**src/rtl/game_ctrl_if.sv**
```systemverilog
// Signal bundle between the snake game controller and its neighbours
// (VGA timing, key, tail, renderer and seven-segment stages).
interface game_ctrl_if;
   logic       iFrame_start;
   logic       iStart;
   logic [1:0] iDir;
   logic       iHit_self;
   logic [2:0] oGame_state;
   logic [5:0] oHead_x;
   logic [5:0] oHead_y;
   logic [5:0] oFood_x;
   logic [5:0] oFood_y;
   logic [7:0] oScore;
   logic       oStep;
   logic       oEat;

   modport master (
      output iFrame_start, iStart, iDir, iHit_self,
      input  oGame_state, oHead_x, oHead_y, oFood_x, oFood_y, oScore, oStep, oEat
   );

   modport slave (
      input  iFrame_start, iStart, iDir, iHit_self,
      output oGame_state, oHead_x, oHead_y, oFood_x, oFood_y, oScore, oStep, oEat
   );
endinterface

```
**src/rtl/game_ctrl.sv**
```systemverilog
// Snake game controller: game FSM, frame-paced head stepping, collision
// detection, scoring and LFSR-driven food placement.
module game_ctrl #(
   parameter int FRAMES_PER_STEP = 8,
   parameter int GRID_W          = 40,
   parameter int GRID_H          = 30,
   parameter int WIN_SCORE       = 99
) (
   input logic        vga_clk,
   input logic        sys_rst_n,
   game_ctrl_if.slave bus
);

   typedef enum logic [2:0] {S_IDLE = 3'd0, S_PLAY = 3'd1, S_OVER = 3'd2, S_WON = 3'd3} state_t;
   typedef enum logic [1:0] {D_UP = 2'b00, D_DOWN = 2'b01, D_LEFT = 2'b10, D_RIGHT = 2'b11} dir_t;

   localparam int                CNT_W     = (FRAMES_PER_STEP > 1) ? $clog2(FRAMES_PER_STEP) : 1;
   localparam logic [CNT_W-1:0]  CNT_LAST  = CNT_W'(FRAMES_PER_STEP - 1);
   localparam logic [5:0]        HOME_X    = 6'd20;
   localparam logic [5:0]        HOME_Y    = 6'd15;
   localparam logic [5:0]        FOOD0_X   = 6'd30;
   localparam logic [5:0]        FOOD0_Y   = 6'd15;
   localparam logic [15:0]       LFSR_SEED = 16'hACE1;
   localparam logic [5:0]        GRID_W6   = 6'(GRID_W);
   localparam logic [5:0]        GRID_H6   = 6'(GRID_H);
   localparam logic signed [6:0] MAX_X     = 7'(GRID_W - 1);
   localparam logic signed [6:0] MAX_Y     = 7'(GRID_H - 1);
   localparam logic [7:0]        WIN8      = 8'(WIN_SCORE);

   state_t           state_q, state_d;
   dir_t             dir_q, dir_d;
   logic [5:0]       head_x_q, head_x_d, head_y_q, head_y_d;
   logic [5:0]       food_x_q, food_x_d, food_y_q, food_y_d;
   logic [7:0]       score_q, score_d;
   logic [CNT_W-1:0] frame_cnt_q, frame_cnt_d;
   logic [15:0]      lfsr_q, lfsr_d;
   logic             step_q, step_d, eat_q, eat_d;

   dir_t              req_dir, new_dir;
   logic signed [6:0] nx, ny;
   logic [5:0]        rnd_x, rnd_y;
   logic [7:0]        score_inc;
   logic              step_eval, collision, ate;

   // Head arithmetic is one bit wider and signed so stepping off the
   // left/top edge reads as -1 rather than wrapping into range.
   always_comb begin
      req_dir = dir_t'(bus.iDir);
      new_dir = ((req_dir[1] == dir_q[1]) && (req_dir[0] != dir_q[0])) ? dir_q : req_dir;
      nx = $signed({1'b0, head_x_q});
      ny = $signed({1'b0, head_y_q});
      case (new_dir)
         D_UP:    ny = ny - 7'sd1;
         D_DOWN:  ny = ny + 7'sd1;
         D_LEFT:  nx = nx - 7'sd1;
         D_RIGHT: nx = nx + 7'sd1;
      endcase
      collision = (nx < 7'sd0) || (nx > MAX_X) || (ny < 7'sd0) || (ny > MAX_Y) || bus.iHit_self;
      ate       = (nx[5:0] == food_x_q) && (ny[5:0] == food_y_q);
      score_inc = (score_q == 8'hFF) ? score_q : score_q + 8'd1;
      step_eval = (state_q == S_PLAY) && bus.iFrame_start && (frame_cnt_q == CNT_LAST);

      rnd_x = lfsr_q[5:0];
      if (rnd_x >= GRID_W6) rnd_x = rnd_x - GRID_W6;
      rnd_y = lfsr_q[11:6];
      if (rnd_y >= GRID_H6) rnd_y = rnd_y - GRID_H6;
      if (rnd_y >= GRID_H6) rnd_y = rnd_y - GRID_H6;
   end

   // NOTE: every next-state value defaults to its register first, so no branch can infer a latch.
   always_comb begin
      state_d     = state_q;
      dir_d       = dir_q;
      head_x_d    = head_x_q;
      head_y_d    = head_y_q;
      food_x_d    = food_x_q;
      food_y_d    = food_y_q;
      score_d     = score_q;
      frame_cnt_d = frame_cnt_q;
      lfsr_d      = {lfsr_q[14:0], lfsr_q[15] ^ lfsr_q[13] ^ lfsr_q[12] ^ lfsr_q[10]};
      step_d      = 1'b0;
      eat_d       = 1'b0;

      case (state_q)
         S_IDLE: begin
            if (bus.iStart) begin
               state_d     = S_PLAY;
               head_x_d    = HOME_X;
               head_y_d    = HOME_Y;
               dir_d       = D_RIGHT;
               score_d     = 8'd0;
               food_x_d    = FOOD0_X;
               food_y_d    = FOOD0_Y;
               frame_cnt_d = '0;
            end
         end
         S_PLAY: begin
            if (bus.iFrame_start)
               frame_cnt_d = (frame_cnt_q == CNT_LAST) ? '0 : frame_cnt_q + CNT_W'(1);
            if (step_eval) begin
               dir_d = new_dir;
               if (collision) begin
                  state_d = S_OVER;
               end else begin
                  head_x_d = nx[5:0];
                  head_y_d = ny[5:0];
                  step_d   = 1'b1;
                  if (ate) begin
                     score_d  = score_inc;
                     eat_d    = 1'b1;
                     food_x_d = rnd_x;
                     food_y_d = rnd_y;
                     if (score_inc == WIN8) state_d = S_WON;
                  end
               end
            end
         end
         S_OVER, S_WON: begin
            if (bus.iStart) state_d = S_IDLE;
         end
         default: state_d = S_IDLE;
      endcase
   end

   // NOTE: non-blocking assignments here so every register samples pre-edge values.
   always_ff @(posedge vga_clk) begin
      if (!sys_rst_n) begin
         state_q     <= S_IDLE;
         dir_q       <= D_RIGHT;
         head_x_q    <= HOME_X;
         head_y_q    <= HOME_Y;
         food_x_q    <= FOOD0_X;
         food_y_q    <= FOOD0_Y;
         score_q     <= 8'd0;
         frame_cnt_q <= '0;
         lfsr_q      <= LFSR_SEED;
         step_q      <= 1'b0;
         eat_q       <= 1'b0;
      end else begin
         state_q     <= state_d;
         dir_q       <= dir_d;
         head_x_q    <= head_x_d;
         head_y_q    <= head_y_d;
         food_x_q    <= food_x_d;
         food_y_q    <= food_y_d;
         score_q     <= score_d;
         frame_cnt_q <= frame_cnt_d;
         lfsr_q      <= lfsr_d;
         step_q      <= step_d;
         eat_q       <= eat_d;
      end
   end

   assign bus.oGame_state = state_q;
   assign bus.oHead_x     = head_x_q;
   assign bus.oHead_y     = head_y_q;
   assign bus.oFood_x     = food_x_q;
   assign bus.oFood_y     = food_y_q;
   assign bus.oScore      = score_q;
   assign bus.oStep       = step_q;
   assign bus.oEat        = eat_q;

endmodule

```
**src/flat_wrapper.sv**
```systemverilog
// flat-port wrapper written by rule: the top's interface ports become plain ports
module game_ctrl_flat 
#(
   parameter int FRAMES_PER_STEP = 8,
   parameter int GRID_W          = 40,
   parameter int GRID_H          = 30,
   parameter int WIN_SCORE       = 99
)
  (vga_clk, sys_rst_n, bus_iFrame_start, bus_iStart, bus_iDir, bus_iHit_self, bus_oGame_state, bus_oHead_x, bus_oHead_y, bus_oFood_x, bus_oFood_y, bus_oScore, bus_oStep, bus_oEat);
  game_ctrl_if bus_i ();
  input logic vga_clk;
  input logic sys_rst_n;
  input wire logic [$bits(bus_i.iFrame_start)-1:0] bus_iFrame_start;
  input wire logic [$bits(bus_i.iStart)-1:0] bus_iStart;
  input wire logic [$bits(bus_i.iDir)-1:0] bus_iDir;
  input wire logic [$bits(bus_i.iHit_self)-1:0] bus_iHit_self;
  output wire logic [$bits(bus_i.oGame_state)-1:0] bus_oGame_state;
  output wire logic [$bits(bus_i.oHead_x)-1:0] bus_oHead_x;
  output wire logic [$bits(bus_i.oHead_y)-1:0] bus_oHead_y;
  output wire logic [$bits(bus_i.oFood_x)-1:0] bus_oFood_x;
  output wire logic [$bits(bus_i.oFood_y)-1:0] bus_oFood_y;
  output wire logic [$bits(bus_i.oScore)-1:0] bus_oScore;
  output wire logic [$bits(bus_i.oStep)-1:0] bus_oStep;
  output wire logic [$bits(bus_i.oEat)-1:0] bus_oEat;
  assign bus_i.iFrame_start = bus_iFrame_start;
  assign bus_i.iStart = bus_iStart;
  assign bus_i.iDir = bus_iDir;
  assign bus_i.iHit_self = bus_iHit_self;
  assign bus_oGame_state = bus_i.oGame_state;
  assign bus_oHead_x = bus_i.oHead_x;
  assign bus_oHead_y = bus_i.oHead_y;
  assign bus_oFood_x = bus_i.oFood_x;
  assign bus_oFood_y = bus_i.oFood_y;
  assign bus_oScore = bus_i.oScore;
  assign bus_oStep = bus_i.oStep;
  assign bus_oEat = bus_i.oEat;
  game_ctrl #(.FRAMES_PER_STEP(FRAMES_PER_STEP), .GRID_W(GRID_W), .GRID_H(GRID_H), .WIN_SCORE(WIN_SCORE)) u_core (.vga_clk(vga_clk), .sys_rst_n(sys_rst_n), .bus(bus_i));
endmodule
```
**config.mk**
```make
export PLATFORM = sky130hd
export DESIGN_NAME = game_ctrl_flat
export DESIGN_NICKNAME = d
export VERILOG_FILES = /design/src/rtl/game_ctrl_if.sv /design/src/rtl/game_ctrl.sv /design/src/flat_wrapper.sv
export SDC_FILE = /design/constraint.sdc
export NUM_CORES = 1
export LEC_CHECK = 0
export BUFFER_PORTS_ARGS = -buffer_cell sky130_fd_sc_hd__buf_2
export CAP_MARGIN = 20
export CELL_PAD_IN_SITES_DETAIL_PLACEMENT = 1
export CELL_PAD_IN_SITES_GLOBAL_PLACEMENT = 1
export CORE_ASPECT_RATIO = 0.75
export CORE_MARGIN = 3
export CORE_UTILIZATION = 29
export CTS_BUF_LIST = sky130_fd_sc_hd__clkbuf_16
export DETAILED_ROUTE_END_ITERATION = 7
export PLACE_DENSITY_LB_ADDON = 0.1
export SETUP_SLACK_MARGIN = 0.4
export SLEW_MARGIN = 40
export SYNTH_ARGS = -nofsm -noshare
export SYNTH_HDL_FRONTEND = slang
export SYNTH_SLANG_ARGS = --single-unit
export TNS_END_PERCENT = 50
```
**constraint.sdc**
```tcl
create_clock -name vga_clk -period 5.92 [get_ports vga_clk]
set_clock_uncertainty 0.1 [all_clocks]
set_input_delay 1.184 -clock vga_clk [delete_from_list [all_inputs] [get_ports vga_clk]]
set_output_delay 1.184 -clock vga_clk [all_outputs]
set_load 0.03 [all_outputs]
```
==> impl_metrics.json <==
{
  "cts_setup_buffers": 0,
  "area_delta_synth_final_pct": 18.7,
  "synth_top_area_share_pct": 32.9,
  "antenna_found_initial": 0,
  "clk_pin_slew_ns": 0.05,
  "rsz0062_at_grt": "no",
  "synth_nets": 454,
  "ant_nets": 0,
  "finalSetupTns_ns": 0,
  "grtUsageTotal_pct": 17.0,
  "crit_chain": "buf_2, xor2_1, mux2i_1, or2_2, ha_1, and3_2, a22oi_2, mux2_4, or4_1, a32oi_1, and4_1, a21oi_2, or4_1, o21ai_0",
  "period_share_pct": 86.6,
  "tritoncts": "built",
  "critPathKind": "in2reg",
  "max_freq_mhz": 195,
  "ys.flop_type": "dfxtp_1",
  "critPathSlowestCell": "or4_1",
  "io_pins": 44,
  "syn_area_per_cell_sq_um": 8.10,
  "setup_violations": 0,
  "max_stage_delay_ns": 0.53,
  "crit_path_start_kind": "primary input",
  "wl_per_cell_um": 17.0,
  "gp_congestion": 0.813,
  "yosysWarnings": 0,
  "finalHoldViolCount": 0,
  "crit_arrival_ns": 5.27,
  "final_cells": 630,
  "synth_top_cell_by_area": "dfxtp_1",
  "design.core.area_sq_um": 11300,
  "yosysSeqAreaShare_pct": 32.9,
  "grt_pass1_vias": 3361,
  "die_w_um": 132,
  "synth_edf_count": 0,
  "synth_xor_area_share_pct": 7.33,
  "synth-compound-area-share_pct": 20.3,
  "timing.slew.headroom_pct": 58.0,
  "crit_buf_inv": 1,
  "core.rowCount": 33,
  "drc": 0,
  "portBuffers": 42,
  "drv_cap": 0,
  "cp_top_family": "simple AND/OR/NAND/NOR gates",
  "yosys-top-cells-area": "dfxtp_1, ha_1, nand2_1",
  "htree_levels": 3,
  "grt_max_degree": 45,
  "synthAdderAreaFrac_pct": 7.29,
  "drt-pass1-iter-count": 4,
  "cts_hold_buf": 0,
  "cp-end-kind": "register",
  "cts_resized": 0,
  "synth_common_cells": "dfxtp_1, nand2_1, o21ai_0",
  "fin_nets": 495,
  "ys_ff_latch": 57,
  "start_util_pct": 30.8,
  "synth_top_family_by_area": "simple AND/OR/NAND/NOR gates",
  "grt_pass1_wl_mm": 18.0,
  "numClockSinks": 57,
  "drive_above_1_share_pct": 15.2,
  "cts-root-buf": "clkbuf_16",
  "status": "complete, no violations",
  "cp_max_fo": 14,
  "clk_latency_ns": 0.33,
  "tightest_slew_ns": 0.630,
  "grt-ovfl-total": 0,
  "numCtsBuffers": 9,
  "finalMaxSlewViolations": 0,
  "n_fill_cell": 1390,
  "synth_cells": 428,
  "vias": 3237,
  "drtIter0Drc": 115,
  "insertedDiodeCount": 0,
  "leakagePower_nw": 1.76,
  "fin_crit_ns": 5.13,
  "drt-total-wl_mm": 10.7,
  "clock_path_buffers": 2,
  "ys_async_sr_fraction_pct": 0,
  "synth_area_sq_um": 3470,
  "dpl.hpwl_mm": 8.33,
  "die_y_um": 101,
  "crit_top_cell": "or4_1",
  "yosysMostFrequentCell": "dfxtp_1",
  "dieArea_sq_um": 13300,
  "power.density_nw_per_um2": 259,
  "synth_cell_types": 65,
  "cp.required_ns": 6.07,
  "dp_cells": 615,
  "viasPerCell": 5.14,
  "muxShareOfSynthArea_pct": 1.91,
  "min-delay-path-class": "reg2reg",
  "ir_drop_mv": 0.120,
  "synthSimpleGateAreaFrac_pct": 25.3
}
## final timing paths
path / startpoint / to / slack, ns / depth (start not counted)
hold reg to reg: u_core.lfsr_q[14] / u_core.lfsr_q[15] / 0.30 / 1
hold / removal: u_core.lfsr_q[14] / u_core.lfsr_q[15] / 0.30 / 1
setup / recovery: bus_iDir[1] / u_core.bus.oScore[4] / 0.79 / 14
setup reg to reg: u_core.dir_q[1] / u_core.bus.oScore[4] / 1.37 / 13
## metal layers
metal  routed length, um  vias to the layer above  track usage, %
met5                   0                        -               0
met3                 344                        2            4.09
met1                5840                     1571            24.8
li1                    -                     1618               -
met4                  32                        0            4.07
met2                4480                       46            25.1
## registers in the layout (all words and copies together), names as in the netlist
signal / flops
u_core.bus.oGame_state: 2
u_core.bus.oHead_x: 6
u_core.lfsr_q: 16
u_core.bus.oScore: 8
u_core.bus.oStep: 1
u_core.bus.oHead_y: 6
u_core.dir_q: 2
u_core.bus.oEat: 1
u_core.bus.oFood_y: 6
u_core.frame_cnt_q: 3
u_core.bus.oFood_x: 6
## worst register-to-register path, cell delays in order, from the launching register on
cell	delay (ns)
dfxtp_1	0.37
xor2_1	0.19
mux2i_1	0.37
or2_2	0.27
ha_1	0.33
and3_2	0.26
a22oi_2	0.21
mux2_4	0.32
or4_1	0.50
a32oi_1	0.26
and4_1	0.43
a21oi_2	0.25
or4_1	0.53
o21ai_0	0.08
## per-stage QoR
step                      total power, mW  area [sq um]  setup slack, ns  hold WS [ns]  utilization [%]
after floorplan                     0.535          3470            0.943         0.286                -
after global placement              0.580          3840            0.570         0.291             34.0
after detailed placement            0.583          3840            0.425         0.294             34.0
after CTS                            1.08          4110            0.764         0.306             36.5
after global routing                 1.12          4120            0.457         0.328             36.5
final                                1.07          4120            0.794         0.304             36.5
## placed cells by master (no fill, tap or decap), drive strengths merged, types with 5 or more instances in the layout
master	n
nor2	22
ha	17
nand2b	13
clkinv	5
a21oi	21
a31oi	8
or2	5
o31ai	5
nor2b	5
xor2	14
nor3	16
a22oi	5
nand2	42
and2	13
xnor2	15
inv	25
clkbuf	9
nand3	24
buf	47
o21ai	27
dfxtp	57
## where the power goes
group | switching, mW | internal [mW] | total, mW
sequential | 0.0138 | 0.397 | 0.411
combinational | 0.103 | 0.0616 | 0.164
clock | 0.175 | 0.317 | 0.492
## cells by family (layout without fill, tap and decap cells)
logic type | after synthesis | count (layout)
other cells | 1 | 1
mux | 6 | 6
flops | 57 | 57
buf+inv | 42 | 87
simple gates | 169 | 169
fa+ha+maj | 19 | 19
compound gates | 105 | 105
xor+xnor | 29 | 29
## cell type report
| cell class | count | area, sq um | share of cell area [%] |
|---|---|---|---|
| clock buffers | 9 | 225 | 5.47 |
| multi-input cells | 329 | 2160 | 52.4 |
| repair buffers | 47 | 250 | 6.08 |
| flip-flops and latches | 57 | 1140 | 27.7 |
| clock inverters | 6 | 51.3 | 1.25 |
| inverters | 25 | 93.8 | 2.28 |
| well taps | 157 | 196 | 4.77 |
Power figures use the tool's default switching activity.
